--- src/rtl/lwb_pkg.sv ---
// Shared constants and helpers for line_window_buffer.
// Width constants describe the default configuration (8-bit pixels, 11-pixel lines, 3-line window).
package lwb_pkg;

  localparam int DEF_DATA_W    = 8;
  localparam int DEF_LINE_LEN  = 11;
  localparam int DEF_NUM_LINES = 3;

  localparam int COL_W  = $clog2(DEF_LINE_LEN);
  localparam int SLOT_W = $clog2(DEF_NUM_LINES + 1);
  localparam int CNT_W  = $clog2(DEF_NUM_LINES + 2);

  // Advance a slot index around a ring of num_slots entries.
  function automatic int unsigned slot_inc(input int unsigned slot, input int unsigned num_slots);
    return (slot + 1 >= num_slots) ? 0 : slot + 1;
  endfunction

endpackage

--- src/rtl/lwb_line_ram.sv ---
// One line slot: LINE_LEN x DATA_W store with a synchronous write port and an asynchronous read port.
// Contents are deliberately not reset.
module lwb_line_ram
  import lwb_pkg::*;
#(
  parameter int DATA_W   = DEF_DATA_W,
  parameter int LINE_LEN = DEF_LINE_LEN
) (
  input  logic                        clk,
  input  logic                        we_i,
  input  logic [$clog2(LINE_LEN)-1:0] waddr_i,
  input  logic [DATA_W-1:0]           wdata_i,
  input  logic [$clog2(LINE_LEN)-1:0] raddr_i,
  output logic [DATA_W-1:0]           rdata_o
);

  logic [DATA_W-1:0] mem_q [LINE_LEN];

  always_ff @(posedge clk) begin
    if (we_i) begin
      mem_q[waddr_i] <= wdata_i;
    end
  end

  assign rdata_o = mem_q[raddr_i];

endmodule

--- src/rtl/line_window_buffer.sv ---
// Circular store of NUM_LINES+1 line slots emitting one NUM_LINES-tall column per handshake.
// Optional feature macro LWB_DROP_CNT_EN adds a saturating drop_cnt of refused writes.
module line_window_buffer
  import lwb_pkg::*;
#(
  parameter int DATA_W    = DEF_DATA_W,
  parameter int LINE_LEN  = DEF_LINE_LEN,
  parameter int NUM_LINES = DEF_NUM_LINES
) (
  input  logic                           clk,
  input  logic                           rst_n,
  input  logic                           flush,
  input  logic                           wr_valid,
  input  logic [DATA_W-1:0]              wr_data,
  output logic                           wr_ready,
  output logic                           rd_valid,
  output logic [NUM_LINES*DATA_W-1:0]    rd_data,
  input  logic                           rd_ready,
  output logic [$clog2(NUM_LINES+2)-1:0] lines_avail,
  output logic [$clog2(LINE_LEN)-1:0]    next_wr_col,
`ifdef LWB_DROP_CNT_EN
  output logic [15:0]                    drop_cnt,
`endif
  output logic [$clog2(LINE_LEN)-1:0]    next_rd_col
);

  localparam int NUM_SLOTS = NUM_LINES + 1;
  localparam int COL_BITS  = $clog2(LINE_LEN);
  localparam int SLOT_BITS = $clog2(NUM_SLOTS);
  localparam int CNT_BITS  = $clog2(NUM_LINES + 2);
  localparam logic [COL_BITS-1:0] LAST_COL = COL_BITS'(LINE_LEN - 1);

  logic [COL_BITS-1:0]  wr_col_q, wr_col_d, rd_col_q, rd_col_d;
  logic [SLOT_BITS-1:0] wr_slot_q, wr_slot_d, rd_slot_q, rd_slot_d;
  logic [CNT_BITS-1:0]  lines_q, lines_d;
  logic                 wr_fire, rd_fire, line_done, line_rel;
  logic [DATA_W-1:0]    slot_rdata [NUM_SLOTS];

  assign wr_ready  = (lines_q != CNT_BITS'(NUM_SLOTS));
  assign rd_valid  = (lines_q >= CNT_BITS'(NUM_LINES));
  assign wr_fire   = wr_valid & wr_ready;
  assign rd_fire   = rd_valid & rd_ready;
  assign line_done = wr_fire & (wr_col_q == LAST_COL);
  assign line_rel  = rd_fire & (rd_col_q == LAST_COL);

  always_comb begin
    wr_col_d  = wr_col_q;
    wr_slot_d = wr_slot_q;
    rd_col_d  = rd_col_q;
    rd_slot_d = rd_slot_q;
    lines_d   = lines_q;
    if (wr_fire) begin
      if (line_done) begin
        wr_col_d  = '0;
        wr_slot_d = SLOT_BITS'(slot_inc(32'(wr_slot_q), NUM_SLOTS));
      end else begin
        wr_col_d = wr_col_q + 1'b1;
      end
    end
    if (rd_fire) begin
      if (line_rel) begin
        rd_col_d  = '0;
        rd_slot_d = SLOT_BITS'(slot_inc(32'(rd_slot_q), NUM_SLOTS));
      end else begin
        rd_col_d = rd_col_q + 1'b1;
      end
    end
    if (line_done && !line_rel) begin
      lines_d = lines_q + 1'b1;
    end else if (!line_done && line_rel) begin
      lines_d = lines_q - 1'b1;
    end
  end

  always_ff @(posedge clk or negedge rst_n) begin
    if (!rst_n) begin
      wr_col_q  <= '0;
      wr_slot_q <= '0;
      rd_col_q  <= '0;
      rd_slot_q <= '0;
      lines_q   <= '0;
    end else if (flush) begin
      wr_col_q  <= '0;
      wr_slot_q <= '0;
      rd_col_q  <= '0;
      rd_slot_q <= '0;
      lines_q   <= '0;
    end else begin
      wr_col_q  <= wr_col_d;
      wr_slot_q <= wr_slot_d;
      rd_col_q  <= rd_col_d;
      rd_slot_q <= rd_slot_d;
      lines_q   <= lines_d;
    end
  end

  for (genvar gi = 0; gi < NUM_SLOTS; gi++) begin : g_slot
    lwb_line_ram #(
      .DATA_W  (DATA_W),
      .LINE_LEN(LINE_LEN)
    ) u_ram (
      .clk    (clk),
      .we_i   (wr_fire && (wr_slot_q == SLOT_BITS'(gi))),
      .waddr_i(wr_col_q),
      .wdata_i(wr_data),
      .raddr_i(rd_col_q),
      .rdata_o(slot_rdata[gi])
    );
  end

  // Slice k reads slot rd_slot+k; with NUM_LINES held the write slot is never in this range.
  for (genvar gi = 0; gi < NUM_LINES; gi++) begin : g_col
    logic [SLOT_BITS:0]   sum;
    logic [SLOT_BITS-1:0] sel;
    assign sum = {1'b0, rd_slot_q} + (SLOT_BITS+1)'(gi);
    assign sel = (sum >= (SLOT_BITS+1)'(NUM_SLOTS)) ? SLOT_BITS'(sum - (SLOT_BITS+1)'(NUM_SLOTS))
                                                    : SLOT_BITS'(sum);
    assign rd_data[gi*DATA_W +: DATA_W] = rd_valid ? slot_rdata[sel] : '0;
  end

  assign lines_avail = lines_q;
  assign next_wr_col = wr_col_q;
  assign next_rd_col = rd_col_q;

`ifdef LWB_DROP_CNT_EN
  logic [15:0] drop_q;

  always_ff @(posedge clk or negedge rst_n) begin
    if (!rst_n) begin
      drop_q <= '0;
    end else if (flush) begin
      drop_q <= '0;
    end else if (wr_valid && !wr_ready && (drop_q != 16'hFFFF)) begin
      drop_q <= drop_q + 16'd1;
    end
  end

  assign drop_cnt = drop_q;
`endif

endmodule

--- config.mk ---
export PLATFORM = sky130hd
export DESIGN_NAME = line_window_buffer
export DESIGN_NICKNAME = d
export VERILOG_FILES = /design/src/rtl/lwb_pkg.sv /design/src/rtl/lwb_line_ram.sv /design/src/rtl/line_window_buffer.sv
export SDC_FILE = /design/constraint.sdc
export NUM_CORES = 1
export LEC_CHECK = 0
export ABC_AREA = 1
export CORE_ASPECT_RATIO = 1.75
export CORE_MARGIN = 3
export CORE_UTILIZATION = 61
export DETAILED_ROUTE_END_ITERATION = 10
export PLACE_DENSITY_LB_ADDON = 0.12
export SYNTH_ARGS = -nofsm -noshare
export SYNTH_HDL_FRONTEND = slang
export SYNTH_SLANG_ARGS = --single-unit
--- constraint.sdc ---
create_clock -name clk -period 3.2 [get_ports clk]
set_input_delay 0.64 -clock clk [delete_from_list [all_inputs] [get_ports clk]]
set_output_delay 0.64 -clock clk [all_outputs]
set_load 0.02 [all_outputs]
; ---- Word level (Yosys, flattened, before mapping)
; Memories as Yosys holds them, arrays and structs flattened.
; Index checks and enable logic that the tools add are counted.
; Widths: inputs -> output; s select.
[totals]
regBits = 15
ram_bits = 352
inputBits = 13
out_inout_bits = 37
wordCells = 98
mem_count = 4
[mem_list]
columns = name, depth, word_bits, rd, rd_clocked_by_memory_dff, wr, line
row1 = g_slot[0].u_ram.mem_q, 11, 8, 1, 0, 1, lwb_line_ram.sv:17  ; logic [DATA_W-1:0] mem_q [LINE_LEN];
row2 = g_slot[1].u_ram.mem_q, 11, 8, 1, 0, 1, lwb_line_ram.sv:17
row3 = g_slot[2].u_ram.mem_q, 11, 8, 1, 0, 1, lwb_line_ram.sv:17
row4 = g_slot[3].u_ram.mem_q, 11, 8, 1, 0, 1, lwb_line_ram.sv:17
[classes]
addsub = 11
order_cmp = 9
n_eq_ne = 6
mux = 40
bitwise = 7
n_reduce_logical = 16
[op_table]
columns = op, n
row1 = $mux 8, 9
row2 = $bmux 8 s2, 3
row3 = $mux 4, 6
row4 = $mux 2, 11
row5 = $ge 3x3->1 const B, 7
row6 = $add 2x1->3 const B, 3
row7 = $mux 3, 3
row8 = $not 2->3, 3
row9 = $add 4x1->4 const B, 2
row10 = $eq 4x4->1 const B, 2
row11 = $mux 1, 8
row12 = $reduce_bool 2->1, 4
row13 = $logic_and 1x1->1, 6
row14 = $sub 2x1->2 const B, 3
row15 = $and 1x1->1, 4
row16 = $eq 2x2->1 const B, 2
row17 = $reduce_and 2->1, 2
row18 = $add 2x2->3 const B, 1
row19 = $add 3x1->3 const B, 1
row20 = $ge 2x3->1 const B, 1
row21 = $ge 3x2->1 const B, 1
row22 = $ne 3x3->1 const B, 1
row23 = $reduce_bool 3->1, 1
row24 = $sub 3x1->3 const B, 1
row25 = 3 further kinds, 4

; ---- Depth between registers and ports, before layout
[depth]
word_depth = 8
mapped_depth = 16
mapped_depth_nobuf = 12

; ---- Modules after synthesis
; From an unflattened synthesis, not the netlist that was laid out.
[unflattened]
cells_unflattened = 1640
hier_area_um2 = 16814.9
[modules_own_cells]
columns = mod, instances, cells_per_inst, area_per_inst_um2, seq_area_each_um2
row1 = lwb_line_ram, 4, 346, 3792.4, 2642.5
row2 = line_window_buffer, 1, 256, 1645.3, 375.4

; ---- Worst setup path before layout
; Ideal clock, no wire load.
[synth_timing]
path_kind = reg2reg
startpoint = reg rd_col_q[0], in the netlist next_rd_col[0]
endpoint = reg lines_q[2], in the netlist lines_avail[2]
setup_time_ns = 0.127
arrival_time_ns = 2.409
required_ns = 3.073
path_slack_ns = 0.664
stages_incl_launch_ff = 17
n_path_buf = 4
synth_period_minus_slack_ns = 2.536
path_cell_list = dfrtp_1 buf_4 inv_2 buf_6 buf_6 buf_4 ha_1 nand3_1 nor2_2 inv_1 nand2_1 inv_1 fa_1 xnor2_1 nand2_1 nand2_1 o21ai_0
[synth_between]
elab_chain_len = 6
word_cells_on_any_way = 8
classes_between = eq/ne: 1 / mux: 2 / bitwise: 1 / reduce/logical: 4
[synth_lines]
columns = item, line
row1 = from (decl), line_window_buffer.sv:33  ; logic [COL_BITS-1:0] wr_col_q, wr_col_d, rd_col_q, rd_col_d;
row2 = from (signal assigned), line_window_buffer.sv:91  ; rd_col_q <= rd_col_d;
row3 = $eq 4x4->1 (*), line_window_buffer.sv:44  ; assign line_rel = rd_fire & (rd_col_q == LAST_COL);
row4 = $and 1x1->1 (*), line_window_buffer.sv:44
row5 = $logic_not 1->1, line_window_buffer.sv:68  ; if (line_done && !line_rel) begin
row6 = $logic_and 1x1->1, line_window_buffer.sv:68
row7 = $mux 3, line_window_buffer.sv:68
row8 = $mux 3, line_window_buffer.sv:82  ; end else if (flush) begin
row9 = to (signal assigned), line_window_buffer.sv:93  ; lines_q <= lines_d;
row10 = to (decl), line_window_buffer.sv:35  ; logic [CNT_BITS-1:0] lines_q, lines_d;
; Every way passes the cells marked *; elsewhere a longest branch is shown, timed or not.
; A chain may end at the register's enable or synchronous reset.

; ---- Worst setup path after layout
[layout_timing]
startpoint = reg rd_col_q[0], in the netlist next_rd_col[0]
endpoint = out rd_data[15]
[layout_between]
elab_chain_len = 5
word_cells_on_any_way = 8
classes_between = mux: 4 / memory: 4
[layout_lines]
columns = item, line
row1 = $mem_v2 11x8, -
row2 = $bmux 8 s2 (*), line_window_buffer.sv:118  ; assign rd_data[gi*DATA_W +: DATA_W] = rd_valid ? slot_rdata[sel] : '0;
row3 = $mux 8 (not written as such) (*) (2 in a row), line_window_buffer.sv:118
row4 = $mux 8 (*), line_window_buffer.sv:118
row5 = to (decl), line_window_buffer.sv:17  ; output logic [NUM_LINES*DATA_W-1:0] rd_data,
; Every way passes the cells marked *; elsewhere a longest branch is shown, timed or not. The select of a mux whose other input is x is not followed.

==> results_dict.tcl <==
set metrics [dict create \
    synth_warnings 0 \
    worstSetupPathType "register to output port" \
    r2r_slack_ns 0.47 \
    first_pass_iters 5 \
    htreeDepth 1 \
    wl_um 43230 \
    cts_sinks 367 \
    cts_made_buffers 31 \
    cp_data_required_time_ns 2.56 \
    leakagePower_nw 7.050 \
    power.internal_mw 8.237 \
    wl_per_cell_um 23.15 \
    report.final.hold_viol_count 0 \
    post-route-drc-count 0 \
    slowest_delay_ns 0.58 \
    cts.clk_slew.worst_paths_ns 0.07 \
    timing.critical_path.buf_inv 2 \
    startpoint "next_rd_col[0]$_DFFE_PN0P_" \
    drive_above_1_share_pct 16.05 \
    antenna_found_initial 0 \
    synth_area_um2 15770 \
    die_y_um 218.7 \
    final_common_cell "nand2_1" \
    place_ws_ns 0.07157 \
    status "finished, violations left" \
    cp_slowest_cell "dfrtp_4" \
    min_period_over_period_pct 101.1 \
    start_util_pct 62.25 \
    grt_max_degree 66 \
    crit_family "simple AND/OR/NAND/NOR gates" \
    drt_iter0_drc 1177 \
    synthesis.instances 1439 \
    async_flop_share_pct 4.087 \
    critical_path.cell_chain "buf_12 > nor2_1 > nor2_1 > o21ai_0 > nand3_1 > nand2_2 > nand3_1 > nand3_1 > a21oi_1 > buf_2" \
    cts_root_buf "clkbuf_16" \
    antenna_cells 0 \
    setup_violations 1 \
    gp_congestion 0.9303 \
    clkLatencyLatePin_ns 0.57 \
    max_freq_ghz 0.3091 \
    slew_headroom_pct 28.51 \
    rsz0062_at_grt "yes" \
    crit_path_start_kind "register" \
    peakVddDrop_mv 0.4976 \
    p_sw_mw 3.247 \
    synth-edff-count 352 \
    drv_slew 0 \
    hold_class "primary input to asynchronous set/reset pin" \
    grt_usage_pct 30.27 \
    cp.arrival_ns 2.60 \
    holdBufCountCts 0 \
    worstMarginPinSlew_ns 1.072 \
    coreArea_um2 25340 \
    maxCapViolCount 0 \
    cp-end-kind "output port" \
    final.setup_skew_ns 0.007472 \
    dp_hpwl_um 26240 \
    ys_seq_area_share_pct 69.39 \
    die_area_um2 27900 \
    layout_common_cells "nand2_1 (403), edfxtp_1 (352), nand3_1 (245)" \
    grt_overflow 0 \
    grt_pass1_wl_um 63810 \
    avgSynthCellArea_um2 10.96 \
    r2r_start "next_rd_col[0]$_DFFE_PN0P_" \
    final.fill_count 1747 \
    via_count 11389 \
    grt_pass1_vias 11132 \
    worst-path-max-fanout 48 \
    failed_checks "setup timing" \
    synth_flop_cell "edfxtp_1" \
    clock_path_buffers 3 \
    clkPwrFrac_pct 32.8 \
    utilization_pct 72.75 \
    layout.nets 1552 \
    rows 77 \
    switching_share_pct 28.28 \
    setup_slack_ns -0.03567 \
    avgViaCountPerCell 6.100 \
    ant_nets 0 \
    ys_seq_elements 367 \
    portBuffers 49 \
    synth_cell_types 32 \
    areaGrowthSynthToFinish_pct 16.86 \
    dieWidth_um 127.6 \
    seqPwrFrac_pct 46.8 \
    timing.final.crit_period_ns 3.236 \
    path_common_cell "nand3_1" \
    p_per_area_nw_per_um2 623.0 \
    synth_nets 1464 \
    p_comb_share_pct 20.4 \
    cts_tree "built" \
    io_pins 50 \
]
==> final timing paths <==
check                                             endpoint  cells after the start
worst max register to register  lines_avail[2]$_DFFE_PN0P_                     14
worst min-delay path            lines_avail[0]$_DFFE_PN0P_                      1
max in group asynchronous       next_rd_col[0]$_DFFE_PN0P_                      1
worst max-delay path                           rd_data[15]                     10
worst min register to register  lines_avail[0]$_DFFE_PN0P_                      1
min in group clk                lines_avail[0]$_DFFE_PN0P_                      1
==> logic make-up (layout without fill, tap and decap cells) <==
| group | Yosys count | in the layout | share of synthesized area [%] |
|---|---|---|---|
| AND/OR/NAND/NOR | 828 | 828 | 21.88 |
| flip-flops | 367 | 367 | 69.39 |
| buffers and inverters | 135 | 247 | 3.974 |
| AO/OA/AOI/OAI | 94 | 94 | 3.585 |
| adder cells (fa/ha/maj) | 12 | 12 | 0.9994 |
| XOR/XNOR | 3 | 3 | 0.1666 |
==> area by class of cell <==
| class | count | area, um2 | share of cell area [%] |
|---|---|---|---|
| clock buffer | 36 | 794.5 | 4.310 |
| inverter | 52 | 209.0 | 1.134 |
| tap | 316 | 395.4 | 2.145 |
| clock inverter | 21 | 205.2 | 1.113 |
| timing repair buffer | 137 | 1414 | 7.670 |
| multi-input combinational | 937 | 4456 | 24.17 |
| timing repair inverter | 1 | 8.758 | 0.04751 |
| sequential | 367 | 10950 | 59.41 |
==> stage by stage <==
step / total power, mW / TNS (ns) / instances / hold slack (ns) / area (um2)
finish: 11.48 / -0.03567 / 1867 / 0.5251 / 18430
global route: 11.90 / -1.385 / 1867 / 0.5735 / 18430
CTS: 11.19 / -0.01333 / 1855 / 0.5238 / 17970
detailed placement: 7.440 / 0 / 1794 / 0.5490 / 16880
global placement: 7.404 / 0 / 1794 / 0.5465 / 16880
floorplan: 6.658 / 0 / 1439 / 0.3444 / 15770
==> metal layers <==
metal	GRT usage [%]	vias up	wire length, um
li1	-	5158	-
met1	36.74	5562	15290
met2	53.78	533	22670
met3	3.742	136	2876
met4	13.64	0	2390
met5	0	-	0
==> cell usage after synthesis, types with 2 or more instances <==
| library cell | instances | area share, % |
|---|---|---|
| buf_2 | 30 | 0.95 |
| clkbuf_1 | 19 | 0.45 |
| edfxtp_1 | 352 | 67 |
| o21ai_1 | 3 | 0.095 |
| nor2_1 | 127 | 3.0 |
| nand3b_1 | 2 | 0.095 |
| dfrtp_1 | 15 | 2.4 |
| inv_2 | 3 | 0.071 |
| o211ai_1 | 30 | 1.4 |
| nand2_1 | 433 | 10 |
| ha_1 | 11 | 0.87 |
| buf_6 | 5 | 0.36 |
| a21oi_1 | 24 | 0.76 |
| a31o_2 | 2 | 0.11 |
| xor2_1 | 2 | 0.11 |
| nand3_1 | 262 | 8.3 |
| inv_1 | 47 | 1.1 |
| buf_4 | 12 | 0.57 |
| o21ai_0 | 30 | 0.95 |
| clkinv_1 | 2 | 0.048 |
| buf_1 | 17 | 0.40 |
==> sequential cells by signal (all words and copies together) (netlist names) <==
signal	flops
wr_slot_q	2
next_rd_col	4
next_wr_col	4
lines_avail	3
rd_slot_q	2
g_slot.u_ram.mem_q	352
==> repair_timing <==
item / CTS / global route
setup endpoints to repair: 24 / 24
pin swaps: 3 / 9
gates resized for setup: 138 / 80
gates cloned: 3 / 9
setup buffers: 1 / 3
==> power by group through the flow <==
| stage | clock [mW] | sequential, mW | combinational [mW] |
|---|---|---|---|
| finish | 3.77 | 5.38 | 2.34 |
| global route | 4.01 | 5.38 | 2.51 |
| CTS | 3.80 | 5.37 | 2.02 |
| detailed placement | 0 | 5.47 | 1.97 |
| global placement | 0 | 5.47 | 1.94 |
| floorplan | 0 | 5.47 | 1.19 |
(Power assumes the default switching activity.)
